<file path="src/rtl/dccm_arbiter.sv">
// Single-port DCCM arbiter between the core LSU and a DMA/debug requester:
// fixed LSU priority, DMA starvation guard, DMA burst lock. Define DCCM_ARB_PERF_EN for perf counters.
module dccm_arbiter #(
  parameter int unsigned STARVE_LIMIT = 4,
  parameter int unsigned MAX_BURST    = 8
) (
  input  logic        clk,
  input  logic        rst,
  input  logic        lsu_req,
  input  logic        lsu_we,
  input  logic [31:0] lsu_addr,
  input  logic [31:0] lsu_wdata,
  input  logic [1:0]  lsu_store_type,
  output logic        lsu_gnt,
  output logic        lsu_rvalid,
  output logic [31:0] lsu_rdata,
  input  logic        dma_req,
  input  logic        dma_we,
  input  logic [31:0] dma_addr,
  input  logic [31:0] dma_wdata,
  input  logic [1:0]  dma_store_type,
  input  logic        dma_lock,
  output logic        dma_gnt,
  output logic        dma_rvalid,
  output logic [31:0] dma_rdata,
  output logic        mem_wr_en,
  output logic        mem_rd_en,
  output logic [31:0] mem_wr_addr,
  output logic [31:0] mem_rd_addr,
  output logic [31:0] mem_wr_data,
  output logic [1:0]  mem_store_type,
  output logic [1:0]  mem_store_offset,
  input  logic [31:0] mem_rd_data
`ifdef DCCM_ARB_PERF_EN
  ,
  output logic [31:0] perf_lsu_cnt,
  output logic [31:0] perf_dma_cnt,
  output logic [31:0] perf_conflict_cnt
`endif
);

  localparam logic [3:0] STARVE_LIM_W = 4'(STARVE_LIMIT);
  localparam logic [7:0] MAX_BURST_W  = 8'(MAX_BURST);

  typedef enum logic {
    S_ARB,
    S_BURST
  } state_e;

  state_e      state_q, state_d;
  logic [3:0]  starve_q, starve_d;
  logic [7:0]  burst_q, burst_d;
  logic        lsu_prio_q, lsu_prio_d;
  logic        lsu_rd_q, lsu_rd_d;
  logic        dma_rd_q, dma_rd_d;

  // Grant selection and next-state logic.
  // NOTE: every signal written here gets a default first, so no path can infer a latch.
  always_comb begin
    state_d    = state_q;
    starve_d   = starve_q;
    burst_d    = burst_q;
    lsu_prio_d = 1'b0;
    lsu_gnt    = 1'b0;
    dma_gnt    = 1'b0;

    if (!rst) begin
      unique case (state_q)
        S_ARB: begin
          if (lsu_prio_q && lsu_req)                      lsu_gnt = 1'b1;
          else if ((starve_q >= STARVE_LIM_W) && dma_req) dma_gnt = 1'b1;
          else if (lsu_req)                               lsu_gnt = 1'b1;
          else if (dma_req)                               dma_gnt = 1'b1;

          if (dma_gnt && dma_lock) begin
            if (MAX_BURST_W == 8'd1) begin
              // A one-grant burst is already complete; hand the next slot to the LSU.
              lsu_prio_d = 1'b1;
              burst_d    = 8'd0;
            end else begin
              state_d = S_BURST;
              burst_d = 8'd1;
            end
          end
        end

        S_BURST: begin
          dma_gnt = dma_req;
          if (dma_gnt) begin
            if (!dma_lock || (burst_q + 8'd1 == MAX_BURST_W)) begin
              state_d    = S_ARB;
              burst_d    = 8'd0;
              lsu_prio_d = dma_lock;
            end else begin
              burst_d = burst_q + 8'd1;
            end
          end else if (!dma_lock) begin
            state_d = S_ARB;
            burst_d = 8'd0;
          end
        end

        default: state_d = S_ARB;
      endcase

      if (dma_gnt)                            starve_d = 4'd0;
      else if (dma_req && starve_q != 4'hf)   starve_d = starve_q + 4'd1;
    end
  end

  // Memory-side mux: only the granted requester reaches the DCCM pins.
  always_comb begin
    mem_wr_en        = 1'b0;
    mem_rd_en        = 1'b0;
    mem_wr_addr      = 32'd0;
    mem_rd_addr      = 32'd0;
    mem_wr_data      = 32'd0;
    mem_store_type   = 2'd0;
    mem_store_offset = 2'd0;
    if (lsu_gnt) begin
      mem_wr_en        = lsu_we;
      mem_rd_en        = ~lsu_we;
      mem_wr_addr      = {2'b00, lsu_addr[31:2]};
      mem_rd_addr      = {2'b00, lsu_addr[31:2]};
      mem_wr_data      = lsu_wdata;
      mem_store_type   = lsu_store_type;
      mem_store_offset = lsu_addr[1:0];
    end else if (dma_gnt) begin
      mem_wr_en        = dma_we;
      mem_rd_en        = ~dma_we;
      mem_wr_addr      = {2'b00, dma_addr[31:2]};
      mem_rd_addr      = {2'b00, dma_addr[31:2]};
      mem_wr_data      = dma_wdata;
      mem_store_type   = dma_store_type;
      mem_store_offset = dma_addr[1:0];
    end
  end

  assign lsu_rd_d = lsu_gnt & ~lsu_we;
  assign dma_rd_d = dma_gnt & ~dma_we;

  // NOTE: state registers use non-blocking assignments so all flops update from pre-edge values.
  always_ff @(posedge clk) begin
    if (rst) begin
      state_q    <= S_ARB;
      starve_q   <= 4'd0;
      burst_q    <= 8'd0;
      lsu_prio_q <= 1'b0;
      lsu_rd_q   <= 1'b0;
      dma_rd_q   <= 1'b0;
    end else begin
      state_q    <= state_d;
      starve_q   <= starve_d;
      burst_q    <= burst_d;
      lsu_prio_q <= lsu_prio_d;
      lsu_rd_q   <= lsu_rd_d;
      dma_rd_q   <= dma_rd_d;
    end
  end

  // Read data is steered to the owner of the read and held at zero otherwise.
  assign lsu_rvalid = lsu_rd_q;
  assign dma_rvalid = dma_rd_q;
  assign lsu_rdata  = lsu_rd_q ? mem_rd_data : 32'd0;
  assign dma_rdata  = dma_rd_q ? mem_rd_data : 32'd0;

`ifdef DCCM_ARB_PERF_EN
  logic [31:0] perf_lsu_q, perf_lsu_d;
  logic [31:0] perf_dma_q, perf_dma_d;
  logic [31:0] perf_cfl_q, perf_cfl_d;

  always_comb begin
    perf_lsu_d = perf_lsu_q + {31'd0, lsu_gnt};
    perf_dma_d = perf_dma_q + {31'd0, dma_gnt};
    perf_cfl_d = perf_cfl_q + {31'd0, lsu_req & dma_req};
  end

  always_ff @(posedge clk) begin
    if (rst) begin
      perf_lsu_q <= 32'd0;
      perf_dma_q <= 32'd0;
      perf_cfl_q <= 32'd0;
    end else begin
      perf_lsu_q <= perf_lsu_d;
      perf_dma_q <= perf_dma_d;
      perf_cfl_q <= perf_cfl_d;
    end
  end

  assign perf_lsu_cnt      = perf_lsu_q;
  assign perf_dma_cnt      = perf_dma_q;
  assign perf_conflict_cnt = perf_cfl_q;
`endif

endmodule

</file>
<file path="config.mk">
export PLATFORM = sky130hd
export DESIGN_NAME = dccm_arbiter
export DESIGN_NICKNAME = d
export VERILOG_FILES = /design/src/rtl/dccm_arbiter.sv
export SDC_FILE = /design/constraint.sdc
export NUM_CORES = 1
export LEC_CHECK = 0
export BUFFER_PORTS_ARGS = -buffer_cell sky130_fd_sc_hd__buf_2
export CORE_AREA = 2 2 132 134
export CTS_CLUSTER_DIAMETER = 120
export DETAILED_ROUTE_END_ITERATION = 12
export DIE_AREA = 0 0 134 136
export PLACE_DENSITY = 0.54
export SLEW_MARGIN = 0
export SYNTH_ARGS = -nofsm -noshare
export SYNTH_HDL_FRONTEND = slang
export SYNTH_SLANG_ARGS = --single-unit
</file>
<file path="constraint.sdc">
create_clock -name clk -period 2.72 [get_ports clk]
set_clock_uncertainty 0.15 [all_clocks]
set_input_delay 0.136 -clock clk [delete_from_list [all_inputs] [get_ports clk]]
set_output_delay 0.136 -clock clk [all_outputs]
set_load 0.02 [all_outputs]
</file>
==> results.md <==
- Status: complete, no violations
- Switch share: 38.63%
- Min-Delay Path Depth: 3
- Buffers on Ports: 336
- Adder-Cell Fraction of Synth Area: 1.145%
- CTS tree: yes
- Pin count of the biggest net entering global routing: 68
- Layout Nets: 747
- Worst Hold Class: input pin to register
- VDD IR max: 0.1572 mV
- Share of cells above drive strength 1: 61.95%
- Vias: 3199
- Synth cell types: 42
- Proportion of power drawn by combinational gates: 49.9%
- Num CTS Buffers: 3
- LEAKAGE: 2.350 nW
- Post-synth top area share: 26.86%
- Number of synthesized register bits: 16
- Post-synth top area cell: a22o_1
- P_int: 0.6994 mW
- Residual DRC: 0
- Post-route ant nets: 0
- Endpoints failing setup: 0
- R2R setup slack: 910 ps
- Worst slew pin tran: 829.7 ps
- Mapped Cells: 283
- Core Region: 16880 um^2
- Hold_buf cts: 2
- Setup_tns: 0 ps
- Post CTS Setup Buffer Count: 0
- Startpoint Class: register
- Final Slew Violations: 0
- Hold_ws: 36.18 ps
- Fin crit share: 87.59%
- Via count of the first global-routing pass: 2715
- Routed vias/inst: 4.009
- Rows: 48
- Post-synthesis simple-gate area fraction: 29.21%
- Setup CP Type: register to output pin
- Max-cap viol count: 0
- CP endpoint kind: output pin
- First-pass GRT wire length: 14.84 mm
- Hold endpoint: state_q
- Flop pwr share: 21.9%
- Power per cell area: 288.9 nW/um^2
- Number of flops mapped to enable cells by yosys: 0
- Req. time, crit path: 2430 ps
- FF-to-FF path depth: 5
- Crit path max fanout: 67
- Die footprint: 18220 um^2
- H-tree Lvls: 1
- Compound-Gate Fraction of Synth Area: 35.45%
- Final hold violations: 0
- P_sw: 0.4402 mW
- WP data arrival: 2100 ps
- Mapped cell area: 2185 um^2
- All-Layer GR Usage: 10.29%
- Final HPWL from detailed placement: 9.535 mm
- Post-layout minimum cycle time: 2382 ps
- Min-delay src: dma_lock
- Syn. warnings: 0
- # resized after CTS: 0
- RR Startpoint: burst_q[4]
- Clock power frac: 28.2%
- Worst flop-to-flop path endpoint: burst_q[0]
- Chip height: 136 um
- Register area share after synthesis: 14.66%
- Die X: 134 um
- Initial core utilization: 12.94%
- Clock buffer depth: 2
- Total gr overflow: 0
- Slew Limit Headroom: 44.61%
- Ranking of synthesized cells by area: a22o_1, and2_1, dfxtp_1, buf_4, clkbuf_1
- Routed wire length: 11.05 mm
- Syn avg cell area: 7.719 um^2
- I/O pins: 341
- Unrepaired setup endpoints after global routing: no
- Most frequent cell after synthesis: a22o_1
- Main combinational cell family by area after synthesis: compound AO/OA/AOI/OAI gates
- 1st-iter DRT viols: 89
- Mux cell area share after synthesis: 1.031%
- Synth async-reset ratio: 0%
- CTS root buf: clkbuf_16
- Antenna cells: 0
- Maximum clock rate: 419.8 MHz
- Clk slew on worst S/H paths: 50 ps
- P&R area growth vs syn: 80.58%
- Wire length per cell: 13.84 um
- Routability cong.: 0.7850
- TritonRoute pass-1 iters: 4
- Clock sink count: 16
- Post-synth top cells: a22o_1, and2_1, buf_4, dfxtp_1, clkbuf_1
- Worst skew pair latency: 250 ps
- XOR/XNOR Fraction of Synth Area: 0.8018%
- Initial antenna violation count: 0
- Top_reg_cell synth: dfxtp_1
[metal layers]
metal / vias to the layer above / global-route usage, % / share of wire, %
li1: 1583 / - / -
met1: 1386 / 13.93 / 42
met2: 225 / 17.64 / 48
met3: 5 / 1.491 / 9.7
met4: 0 / 1.596 / 0.50
met5: - / 0 / 0
[power groups by stage]
stage	registers, mW	clock network [mW]	logic, mW
after global placement	0.255	0	0.573
after CTS	0.250	0.329	0.576
after detailed placement	0.255	0	0.573
final	0.250	0.321	0.569
after global routing	0.252	0.341	0.608
after floorplan	0.249	0	0.342
[per-stage QoR]
step | area, um^2 | util, % | std cells | power, mW | setup WS, ps
finish | 3945 | 23.38 | 798 | 1.140 | 337.7
floorplan | 2196 | - | 286 | 0.5911 | 616.4
detailed placement | 3836 | 22.73 | 792 | 0.8277 | 601.8
global route | 3945 | 23.38 | 798 | 1.201 | 202.2
global placement | 3836 | 22.73 | 792 | 0.8281 | 606.3
CTS | 3945 | 23.38 | 798 | 1.155 | 320.4
[cell families (layout without fill, tap and decap cells)]
group                      count (synthesis)  after routing
AOI/OAI and AO/OA                         92             92
xor gates and xnor gates                   2              2
adders and majority gates                  2              2
buffers and inverters                     59            346
DFF                                       16             16
muxes                                      2              2
other                                      1              4
and+or+nand+nor                          109            109
[how the worst max path moves through the flow]
stage	endpoint	slack [ps]	start	cells past startpoint
2_1_floorplan	mem_wr_addr[20]	620	starve_q[3]	6
3_3_place_gp	mem_wr_data[6]	610	state_q	7
3_5_place_dp	mem_wr_data[6]	600	state_q	7
4_1_cts	mem_rd_addr[29]	320	state_q	7
5_1_grt	mem_wr_data[6]	200	state_q	7
6_report	mem_wr_data[6]	340	state_q	7
[layout make-up]
class,instances,area (um^2)
Tap cell,225,281.5
Inverter,2,7.507
Timing Repair Buffer,340,1742
Fill cell,1854,12930
Clock buffer,4,88.84
Sequential cell,16,320.3
Multi-Input combinational cell,211,1505
[critical path: stages, from the launching register on]
cell and delay, ps:
dfxtp_1 400, nand2b_1 200, o21bai_2 180, nand2_1 170
nor2_4 150, buf_12 250, a22o_1 240, buf_2 180
[cell usage in the layout (no fill, tap or decap), types with 2 or more instances in the layout]
| master | n |
|---|---|
| buf_2 | 336 |
| a22o_1 | 67 |
| and2_1 | 65 |
| dfxtp_1 | 16 |
| nand2_1 | 9 |
| nor2_1 | 8 |
| nand3_1 | 8 |
| a21oi_1 | 6 |
| nor3_1 | 5 |
| o21ai_0 | 5 |
| a31oi_1 | 4 |
| conb_1 | 4 |
| clkbuf_16 | 3 |
| mux2_2 | 2 |
| and3_1 | 2 |
| inv_1 | 2 |
| and3_2 | 2 |
| or4_1 | 2 |
| o221a_2 | 2 |
| ha_1 | 2 |
| dlygate4sd3_1 | 2 |
| buf_12 | 2 |
[sequential cells by signal, summed over array words and instances (netlist names)]
register	count
state_q	1
dma_rvalid	1
burst_q	8
starve_q	4
lsu_rvalid	1
lsu_prio_q	1
Power figures use the tool's default switching activity.
